## src/rtl/dmem_arbiter.sv

```systemverilog
// Two-port arbiter in front of a single-port data memory: grants one access per cycle
// and steers read data back to its owner after MEM_LAT cycles.
module dmem_arbiter #(
    parameter int unsigned ADDR_W       = 12,
    parameter int unsigned DATA_W       = 32,
    parameter int unsigned MEM_LAT      = 1,
    parameter int unsigned PRIO_CPU     = 1,
    parameter int unsigned STARVE_LIMIT = 8
) (
    input  logic              clock,
    input  logic              reset,
    input  logic              a_req,
    input  logic              a_we,
    input  logic [ADDR_W-1:0] a_addr,
    input  logic [DATA_W-1:0] a_wdata,
    output logic              a_gnt,
    output logic              a_stall,
    output logic              a_rvalid,
    output logic [DATA_W-1:0] a_rdata,
    input  logic              b_req,
    input  logic              b_we,
    input  logic [ADDR_W-1:0] b_addr,
    input  logic [DATA_W-1:0] b_wdata,
    output logic              b_gnt,
    output logic              b_stall,
    output logic              b_rvalid,
    output logic [DATA_W-1:0] b_rdata,
    output logic [ADDR_W-1:0] mem_addr,
    output logic              mem_wren,
    output logic [DATA_W-1:0] mem_data,
    input  logic [DATA_W-1:0] mem_q,
    output logic [7:0]        starve_cnt
);

    localparam int unsigned Last = MEM_LAT - 1;
    localparam logic [7:0] StarveMax = 8'(STARVE_LIMIT);

    logic              rr_ptr_q;  // 0: A wins next contention, 1: B
    logic [7:0]        starve_cnt_q;
    logic [ADDR_W-1:0] addr_q;
    logic [DATA_W-1:0] data_q;
    logic [MEM_LAT-1:0] tag_v_q, tag_p_q;
    logic [DATA_W-1:0] a_rdata_q, b_rdata_q;
    logic              a_win, b_win, rd_issue;

    always_comb begin
        a_win = 1'b0;
        b_win = 1'b0;
        if (reset) begin
            if (a_req && b_req) begin
                if (PRIO_CPU != 0) begin
                    if (starve_cnt_q == StarveMax) b_win = 1'b1;
                    else a_win = 1'b1;
                end else if (rr_ptr_q) begin
                    b_win = 1'b1;
                end else begin
                    a_win = 1'b1;
                end
            end else begin
                a_win = a_req;
                b_win = b_req;
            end
        end
    end

    always_comb begin
        a_gnt    = a_win;
        b_gnt    = b_win;
        a_stall  = a_req & ~a_win;
        b_stall  = b_req & ~b_win;
        mem_wren = (a_win & a_we) | (b_win & b_we);
        rd_issue = (a_win & ~a_we) | (b_win & ~b_we);
        mem_addr = addr_q;
        mem_data = data_q;
        if (b_win) begin
            mem_addr = b_addr;
            mem_data = b_wdata;
        end else if (a_win) begin
            mem_addr = a_addr;
            mem_data = a_wdata;
        end
        // Returning tags are masked while reset is low so pre-reset reads never surface.
        a_rvalid   = reset & tag_v_q[Last] & ~tag_p_q[Last];
        b_rvalid   = reset & tag_v_q[Last] & tag_p_q[Last];
        a_rdata    = a_rvalid ? mem_q : a_rdata_q;
        b_rdata    = b_rvalid ? mem_q : b_rdata_q;
        starve_cnt = starve_cnt_q;
    end

    always_ff @(posedge clock) begin
        if (!reset) begin
            rr_ptr_q     <= 1'b0;
            starve_cnt_q <= 8'd0;
            addr_q       <= '0;
            data_q       <= '0;
            tag_v_q      <= '0;
            tag_p_q      <= '0;
            a_rdata_q    <= '0;
            b_rdata_q    <= '0;
        end else begin
            if (a_win) rr_ptr_q <= 1'b1;
            else if (b_win) rr_ptr_q <= 1'b0;

            if (PRIO_CPU == 0) starve_cnt_q <= 8'd0;
            else if (b_req && !b_win)
                starve_cnt_q <= (starve_cnt_q == StarveMax) ? starve_cnt_q : starve_cnt_q + 8'd1;
            else starve_cnt_q <= 8'd0;

            addr_q     <= mem_addr;
            data_q     <= mem_data;
            tag_v_q[0] <= rd_issue;
            tag_p_q[0] <= b_win;
            for (int i = 1; i < MEM_LAT; i++) begin
                tag_v_q[i] <= tag_v_q[i-1];
                tag_p_q[i] <= tag_p_q[i-1];
            end
            a_rdata_q <= a_rdata;
            b_rdata_q <= b_rdata;
        end
    end

endmodule

```

## config.mk

```make
export PLATFORM = sky130hd
export DESIGN_NAME = dmem_arbiter
export DESIGN_NICKNAME = d
export VERILOG_FILES = /design/src/rtl/dmem_arbiter.sv
export SDC_FILE = /design/constraint.sdc
export NUM_CORES = 1
export LEC_CHECK = 0
export ABC_AREA = 1
export CORE_ASPECT_RATIO = 0.7
export CORE_MARGIN = 2
export CORE_UTILIZATION = 30
export CTS_CLUSTER_SIZE = 24
export DETAILED_ROUTE_END_ITERATION = 8
export PLACE_DENSITY_LB_ADDON = 0.08
export SLEW_MARGIN = 20
export SYNTH_ARGS = -nofsm -noshare
export SYNTH_HDL_FRONTEND = slang
export SYNTH_SLANG_ARGS = --single-unit
```

## constraint.sdc

```tcl
create_clock -name clock -period 1.5 [get_ports clock]
set_input_delay 0.15 -clock clock [delete_from_list [all_inputs] [get_ports clock]]
set_output_delay 0.15 -clock clock [all_outputs]
set_load 0.02 [all_outputs]
```

Yosys cells after proc, flatten, opt, wreduce, memory -nomap -nowiden
Cells that the tools add are included.
- add/sub/neg operators: 1
- eq/ne operators: 1
- mux-type cells: 12
- bitwise logic cells: 16
- reductions and logical operators: 4
- operator list (kind ; count):
    2-to-1 mux 32 bit ; 4
    2-to-1 mux 12 bit ; 2
    AND 1 bit ; 9
    adder 8 x 1 -> 8 bit (second input constant) ; 1
    equality test 8 x 4 -> 1 bit (second input constant) ; 1
    2-to-1 mux 1 bit ; 6
    NOT 1 bit ; 5
    logical AND 1 bit ; 2
    bitwise OR 1 bit ; 2
    AND reduction 2 bit ; 1
    logical NOT 1 bit ; 1
- register bits: 118
- input bits: 126
- output and inout bits: 123
- word-level logic and storage cells: 41

Longest topological paths before layout
- depth after elaboration: 7
- mapped depth: 11

Least setup slack after synthesis
Ideal clock, no wire load.
- path type: register -> output
- start point: register starve_cnt_q[0] (netlist: starve_cnt[0])
- end point: output port b_stall
- data arrival time: 1.781 ns
- setup slack: -0.431 ns
- stages on the path, launching flop included: 10
- path through: dfxtp_1 -> inv_1 -> ha_1 -> nand3_2 -> nor2_4 -> o21bai_2 -> buf_6 -> buf_2 -> inv_1 -> nor2_1
- cells in the longest elaborated chain, start to end: 6
- RTL lines (what ; line ; RTL):
    from (decl) ; 39 ; logic [7:0] starve_cnt_q;
    from (signal assigned) ; 106 ; starve_cnt_q <= (starve_cnt_q == StarveMax) ? starve_cnt_q : starve_cnt_q + 8'd1;
    equality test 8 x 4 -> 1 bit ; 52 ; if (starve_cnt_q == StarveMax) b_win = 1'b1;
    2-to-1 mux 1 bit ; 52 ;
    2-to-1 mux 1 bit ; 50 ; if (a_req && b_req) begin
    2-to-1 mux 1 bit ; 49 ; if (reset) begin
    named net b_gnt ; 24 ; output logic b_gnt,
    NOT 1 bit ; 70 ; b_stall = b_req & ~b_win;
    AND 1 bit ; 70 ;
    to (decl) ; 25 ; output logic b_stall,
The timed path passes the listed nets, and every way through them passes these cells.

Final worst setup path
- start point: register starve_cnt_q[0] (netlist: starve_cnt[0])
- end point: output port mem_data[24]
- cells in the longest elaborated chain, start to end: 6
- RTL lines (what ; line ; RTL):
    equality test 8 x 4 -> 1 bit * ; 52 ;
    2-to-1 mux 1 bit ; 52 ;
    2-to-1 mux 1 bit ; 50 ;
    2-to-1 mux 1 bit ; 49 ;
    2-to-1 mux 32 bit ; 78 ; end else if (a_win) begin
    2-to-1 mux 32 bit * ; 75 ; if (b_win) begin
    to (decl) ; 30 ; output logic [DATA_W-1:0] mem_data,
Every way passes the cells marked *; elsewhere a longest branch is shown, timed or not.

==> results.md <==
| Step | Item | Reported |
| --- | --- | --- |
| critical path | Number of cells on the critical path | 13 |
| run status | Result of the run | finished with violations |
| cts | Clock tree from TritonCTS | yes |
| critical path | Worst-path maximum fanout | 8 |
| critical path | Setup crit end kind | output port |
| place | Count of buffers inserted at the top-level ports | 248 |
| routing | Total via count in the routed design | 6918 |
| routing | DRC violation total after the first TritonRoute iteration | 414 |
| synth | Fraction of the mapped netlist area in adder cells | 0.00429 |
| power | Internal power consumption | 7.51 mW |
| power | Portion of total power attributed to sequential cells | 0.318 |
| global route | Total Routing Usage GR | 0.194 |
| timing | Worst-Margin Slew | 0.274 ns |
| min path | Number of cells traversed by the worst hold path | 2 |
| timing | Slew Limit Headroom | 0.817 |
| layout | Number of nets in the layout | 1426 |
| power | Worst VDD drop | 562 µV |
| global route | Total congestion overflow | 0 |
| cts | Clock root buffer | sky130_fd_sc_hd__clkbuf_16 |
| floorplanning | Die Outline Area | 20600 µm² |
| critical path | Count of buffering cells on the critical path with inverters included | 5 |
| cts | Later-pin clock latency in the skew report | 0.42 ns |
| critical path | Worst setup path category | reg -> out |
| synth | Post-Syn Nets | 951 |
| global route | Gr busiest metal | met2 |
| critical path | Cell depth of the worst flop-to-flop path | 16 |
| place | Detailed Place HPWL | 13200 µm |
| place | GP Congestion | 0.778 |
| synth | Cell area after synthesis | 5830 µm² |
| power | Switching Share | 0.278 |
| floorplanning | Initial Utilization | 0.307 |
| critical path | Critical Path Slowest Stage Cell | sky130_fd_sc_hd__dfxtp_4 |
| power | P per Cell Area | 828 nW/µm² |
| synth | Main combinational cell family by area after synthesis | simple AND/OR/NAND/NOR gates |
| floorplanning | Number of primary I/O pins | 249 |
| routing | Final wirelength | 23900 µm |
| min path | Hold Path Class | in -> reg |
| cts | Inserted Clock Buffers | 17 |
| power | Overall power | 10.4 mW |
| critical path | R2r endpoint | data_q[19] |
| power | Share of total power in the clock network | 0.403 |
| layout | Most common cell after layout, fill and taps aside | sky130_fd_sc_hd__buf_4 |
| synth | Proportion of synthesized area in mux cells | 0 |
| flow run | Max-cap violations | 0 |
| layout | Filler Cells Inserted | 1635 |
| cts | Maximum level of the CTS H-tree | 4 |
| cts | Clock net sink count | 118 |
| routing | Post-DRT Antenna Nets | 0 |
| routing | Vias per Instance | 4.39 |
| critical path | Category of cells accounting for the largest share of critical-path delay | simple AND/OR/NAND/NOR gates |
| timing | Max-slew violation total from the final report | 0 |
| critical path | Required arrival time at the worst endpoint | 1.35 ns |
| cts | Cts hold-fix bufs | 0 |
| critical path | Startpoint types | flop |
| cts | Clock-pin slew on the worst setup and hold paths | 0.06 ns |
| floorplanning | Number of placement rows | 42 |
| synth | Sequential share of the synthesized area | 0.405 |
| routing | DRC Markers | 0 |
| place | Placed Cells | 1432 |
| synth | Post-synth cell types | 30 |
| global route | Pin count of the biggest net entering global routing | 45 |
| layout | Fraction of layout cells with a size suffix above 1 | 0.551 |
| timing | Hold violation total from the final report | 0 |
| floorplanning | Die Wd | 171 µm |
| timing | Post-route setup slack | -0.776 ns |
| timing | Worst Clk Skew | 0.00849 ns |
| run status | Violations in the final reports | negative setup slack |
| layout | Seq. cell area | 2380 µm² |
| power | Combinational fraction of design power | 0.279 |
| layout | Area of the multi-input gates | 3500 µm² |
| timing | Final critical path time including I/O delays and setup | 2.28 ns |
| global route | Initial antenna violation count | 1 |
| global route | Global-route met3 utilization | 0.0556 |
| synth | Compound-cell area share of the yosys netlist | 0.101 |
| global route | Met1 layer usage reported by global route | 0.272 |
| critical path | Data arrival at the endpoint of the critical path | 2.13 ns |
| layout | Antenna fix cells | 0 |
| floorplanning | Die outline height | 121 µm |
| layout | Final instance count without filler cells | 1575 |
| global route | Routing usage on met2 | 0.286 |
| min path | Source of the worst hold timing path | b_we |
| power | Leak pwr | 6.09 nW |
| place | Standard cell area after detailed placement | 9650 µm² |
| timing | Finish-stage setup viols | 169 |
| layout | Commonest cells after routing, fill and taps aside | sky130_fd_sc_hd__buf_4 (188), sky130_fd_sc_hd__clkdlybuf4s50_1 (132), sky130_fd_sc_hd__buf_6 (130), sky130_fd_sc_hd__dfxtp_1 (113), sky130_fd_sc_hd__inv_2 (80) |
| critical path | Largest stage delay on the critical path | 0.35 ns |
| routing | Iteration count of the initial detailed-routing pass | 4 |
| critical path | Setup slack on the worst flop-to-flop path | -0.76 ns |
| synth | Synth Instances | 823 |
| timing | Setup repair after global routing missed its margin | yes |
| synth | Synthesis-stage register bit count | 118 |
| synth | Share of synthesized cell area in and, or, nand and nor gates | 0.333 |
| timing | Timing-limited maximum frequency | 0.439 GHz |
| global route | Global-route wire length before repair | 31500 µm |
| timing | Final worst-path cycle share | 1.52 |
| cts | CTS max path bufs | 2 |
| routing | Routed wire length per instance | 15.1 µm |
| power | Switching power | 2.90 mW |
| synth | Average size of a mapped cell | 7.08 µm² |
| min path | Worst Hold Endpoint | tag_v_q |
| floorplanning | Core Area | 19000 µm² |
| layout | Area growth from synthesis to final layout | 116% |
| synth | Total number of yosys warnings | 0 |
| critical path | Ordered list of cells on the worst path | inv_4 > ha_4 > nand3_4 > nor2_4 > nand2_4 > nand2_8 > buf_12 > buf_12 > nand2_2 > nand3_2 > nand2_2 > inv_2 > buf_6 |
| critical path | Reg-to-reg critical path startpoint | starve_cnt[0] |
| layout | Cell area after layout | 12600 µm² |
| global route | Number of global-route vias before repair | 6140 |
| synth | Xor-xnor portion of the synthesized cell area | 0.00601 |
-- registers in the layout, summed over array words and instances, names as in the netlist --
signal      flops
addr_q         12
b_rdata_q      32
tag_v_q         1
starve_cnt      8
data_q         32
tag_p_q         1
a_rdata_q      32
-- power groups by stage --
stage | combinational, mW | clock (mW) | sequential, mW
floorplan | 0.941 | 0 | 3.36
global placement | 2.19 | 0 | 3.37
detailed placement | 2.18 | 0 | 3.37
CTS | 2.31 | 4.27 | 3.30
global route | 3.09 | 4.40 | 3.32
finish | 2.90 | 4.19 | 3.32
-- what timing repair did --
action	in CTS	in global routing
resized for setup	479	552
setup endpoints to repair	167	168
pin swaps	33	60
cloned	5	15
setup buffers	49	54
-- cells by family after synthesis --
kind of cell               after synthesis
AOI/OAI and AO/OA                      100
and+or+nand+nor                        396
buffers and inverters                  203
DFF                                    118
xor gates and xnor gates                 4
adders and majority gates                2
-- routing by layer --
| metal | up-vias | part of all wire |
|---|---|---|
| met5 | - | 0.00054 |
| met4 | 2 | 0.013 |
| met3 | 24 | 0.061 |
| met2 | 188 | 0.44 |
| met1 | 3203 | 0.49 |
| li1 | 3501 | - |
-- worst max-delay path by stage --
| stage | start | to | slack, ns |
|---|---|---|---|
| after detailed placement | reset | b_rdata[28] | -0.84 |
| after floorplan | starve_cnt[1] | mem_wren | -0.17 |
| final | starve_cnt[0] | mem_data[24] | -0.78 |
| after CTS | starve_cnt[1] | mem_addr[4] | -0.78 |
| after global routing | starve_cnt[0] | mem_data[24] | -0.85 |
| after global placement | b_req | mem_data[27] | -0.85 |
-- metrics by stage --
| stage | utilization | hold WS [ns] | TNS, ns | worst slack (ns) |
|---|---|---|---|---|
| finish | 0.662 | 0.356 | -70.61 | -0.776 |
| global route | 0.662 | 0.370 | -82.32 | -0.854 |
| CTS | 0.562 | 0.332 | -78.47 | -0.783 |
| detailed placement | 0.509 | 0.526 | -116.08 | -0.844 |
| global placement | 0.509 | 0.522 | -111.41 | -0.851 |
| floorplan | - | 0.256 | -5.56 | -0.169 |
-- cell usage after synthesis --
master                     count  area, µm²
sky130_fd_sc_hd__inv_1       151        567
sky130_fd_sc_hd__dfxtp_1     118       2360
sky130_fd_sc_hd__nand2_1      93        349
sky130_fd_sc_hd__nand3_1      91        455
sky130_fd_sc_hd__nor2_1       88        330
sky130_fd_sc_hd__or2_2        66        413
sky130_fd_sc_hd__or2_0        43        269
sky130_fd_sc_hd__a21oi_1      34        170
sky130_fd_sc_hd__a211oi_1     32        240
sky130_fd_sc_hd__o21ai_0      30        150
sky130_fd_sc_hd__buf_2        19       95.1
sky130_fd_sc_hd__clkbuf_1     19       71.3
sky130_fd_sc_hd__nand2_2       8       50.1
sky130_fd_sc_hd__buf_6         6       67.6
sky130_fd_sc_hd__buf_8         4       60.1
sky130_fd_sc_hd__inv_2         3       11.3
sky130_fd_sc_hd__xnor2_1       3       26.3
sky130_fd_sc_hd__ha_1          2       25.0
sky130_fd_sc_hd__o21ai_1       2       10.0
sky130_fd_sc_hd__and3_1        1       6.26
sky130_fd_sc_hd__clkbuf_2      1       5.00
sky130_fd_sc_hd__nand2_4       1       11.3
sky130_fd_sc_hd__nand2_8       1       20.0
sky130_fd_sc_hd__nand3_2       1       10.0
sky130_fd_sc_hd__nand4_1       1       6.26
sky130_fd_sc_hd__nor2_4        1       11.3
sky130_fd_sc_hd__nor3b_1       1       7.51
sky130_fd_sc_hd__o21bai_2      1       11.3
sky130_fd_sc_hd__o22ai_1       1       6.26
sky130_fd_sc_hd__xor2_1        1       8.76
-- layout make-up --
class	count	share of cell area
repair buffers	504	0.409
well taps	264	0.0263
clock inverters	14	0.0139
clock buffers	18	0.0342
flip-flops and latches	118	0.189
inverters	154	0.0484
multi-input cells	503	0.279
-- worst register-to-register path, cell delays in order (launching register included) --
cell and delay [ns]:
sky130_fd_sc_hd__dfxtp_4 0.35, sky130_fd_sc_hd__inv_4 0.05, sky130_fd_sc_hd__ha_4 0.14, sky130_fd_sc_hd__nand3_4 0.06, sky130_fd_sc_hd__nor2_4 0.16, sky130_fd_sc_hd__o21bai_4 0.08
sky130_fd_sc_hd__buf_12 0.16, sky130_fd_sc_hd__buf_16 0.21, sky130_fd_sc_hd__nand3_2 0.12, sky130_fd_sc_hd__nand2_2 0.07, sky130_fd_sc_hd__buf_6 0.12, sky130_fd_sc_hd__buf_4 0.12
sky130_fd_sc_hd__buf_4 0.12, sky130_fd_sc_hd__buf_4 0.13, sky130_fd_sc_hd__buf_4 0.13, sky130_fd_sc_hd__buf_4 0.12, sky130_fd_sc_hd__nor2_1 0.08
Note: power is estimated with default switching activity, not from simulation.
==> variant (same flow settings) <==
`a_rdata_q` no longer has a reset.
--- a/src/rtl/dmem_arbiter.sv
+++ b/src/rtl/dmem_arbiter.sv
@@ -95,7 +95,6 @@
             data_q       <= '0;
             tag_v_q      <= '0;
             tag_p_q      <= '0;
-            a_rdata_q    <= '0;
             b_rdata_q    <= '0;
         end else begin
             if (a_win) rr_ptr_q <= 1'b1;
@@ -114,10 +113,13 @@
                 tag_v_q[i] <= tag_v_q[i-1];
                 tag_p_q[i] <= tag_p_q[i-1];
             end
-            a_rdata_q <= a_rdata;
             b_rdata_q <= b_rdata;
         end
     end
 
+    always_ff @(posedge clock) begin
+        a_rdata_q <= a_rdata;
+    end
+
 endmodule
 
Check against the original RTL: differs if reset is asserted again (counterexample within 4 cycles, from zero or initial values and one cycle with reset low); with reset held inactive, the same outputs for 10 cycles.
==> variant against the unedited design <==
  * The flow still finishes with violations (setup timing)
  * Design area fell by 6.7%
  * Sequential cell count unchanged
  * Total power rose by 6.8%
  * Largest cell class unchanged
  * Critical path type unchanged
  * Sequential share of layout area up 1.3 points
  * Worst setup slack better by 0.074 ns
  * Highest routed layer is now met4
  * Core utilization down 0.91 points
  * Clock skew grew 0.0010 ns
  * Wire length shrank 9.5%
  * Area after synthesis down 6.2%
  * Global-route usage grew 0.21 points
==> variant: results (changes against the unedited design) <==
overall routing resource usage 19.6% (+0.21 points); Post-Synthesis Cells 762 (-7.4%); Multi-In Gates 472 (-6.2%); post-synthesis xor/xnor area fraction 0.320% (-0.28 points); clkbuf count 17 (-1); CTS tree done; flop-to-flop setup slack -0.62 ns (+0.14 ns); r2r endpoint data_q[28]; Final Util 65.3% (-0.91 points); Hold Path Depth 3 (+1); Starting DRT DRC Count 375 (-9.4%); Buffers, non-clock 453 (-10%); met3 WL 1330 um (-9.2%); WL per Instance 15.0 um (-0.92%); Clock-cell share 5.07% (+0.26 points); met1 usage 27.8% (+0.63 points); reg2reg path depth 17 (+1); syn nets 890 (-6.4%); maximum vdd ir drop 509 uV (-9.5%); unique cell type count in the Yosys netlist 26 (-13%); dpl cell area 0.00914 sq mm (-5.3%); via count 6,338 (-8.4%); share of cells above drive strength 1 51.9% (-3.3 points); Fin Setup TNS -67.88 ns (+2.73 ns); # fillers 1,532 (-6.3%); Area contributors post-synth dfxtp_1 (43%), nand2_1 (9.2%), nand3_1 (8.6%); inverters 128 (-17%); Seq area share 20.2% (+1.3 points); measured slew at the worst slew-check pin 0.441 ns (+0.168 ns); DR WL met2 9180 um (-12%); syn_area_per_cell 7.18 sq um (+1.3%); first-pass iteration count of the detailed router 6 (+2); met2 Track Usage GR 28.8% (+0.18 points); Worst Clk Skew 0.00951 ns (+0.00102 ns); outcome complete, but fails checks; # placed instances 1,333 (-6.9%); sequential cell area fraction in the yosys report 43.2% (+2.7 points); most numerous cell in the Yosys netlist nand2_1; post-CTS repair timing setup buffer count 24 (-51%); failing checks setup timing; # resized after CTS 623 (+30%); met3 GRT Util 5.81% (+0.25 points); final hold slack 0.380 ns (+0.0237 ns); final setup fails 169 (unchanged); delay-heaviest family, CP buffers and inverters; synth cell count leaders nand2_1 (134), dfxtp_1 (118), inv_1 (118); compound-cell area share of the yosys netlist 10.6% (+0.55 points); initial antenna violation count 0 (-1); M1 WL 10,800 um (-6.9%); CP arrival 2.05 ns (-0.08 ns); vias in the first global route 5,726 (-6.7%); final worst slack -0.702 ns (+0.0742 ns); post-detailed-routing wire length 21,600 um (-9.5%); max layer used met4; gpl congestion 0.747 (-3.9%); HP Start mem_q[28]; fraction of area in multi-input gates 27.3% (-0.64 points); worst hold path endpoint a_rdata_q[28]
## variant: cell types whose count changed in the layout (fill, tap and decap cells not counted), sizes merged, moves of 3 or more
cell	before	now
nand2	104	139
buf	360	310
nand3	92	95
inv	156	134
or2	109	76
clkinv	7	4
nor2	89	54
## variant: how the worst max path moves through the flow
stage / start / to / slack, ns / cells after the start
after detailed placement: b_req / mem_data[12] / -0.77 / 10
after global placement: b_req / mem_data[11] / -0.76 / 10
after CTS: starve_cnt[0] / mem_data[9] / -0.79 / 14
final: starve_cnt[0] / mem_data[25] / -0.70 / 13
after floorplan: tag_v_q / a_rdata_q[10] / -0.08 / 5
after global routing: starve_cnt[0] / mem_data[25] / -0.81 / 13
## variant: power by group
group / internal, mW / switching (mW) / total [mW]
Clock: 2.49 / 1.69 / 4.18
Sequential: 3.43 / 0.117 / 3.55
Combinational: 1.82 / 1.57 / 3.39
Total: 7.74 / 3.38 / 11.1
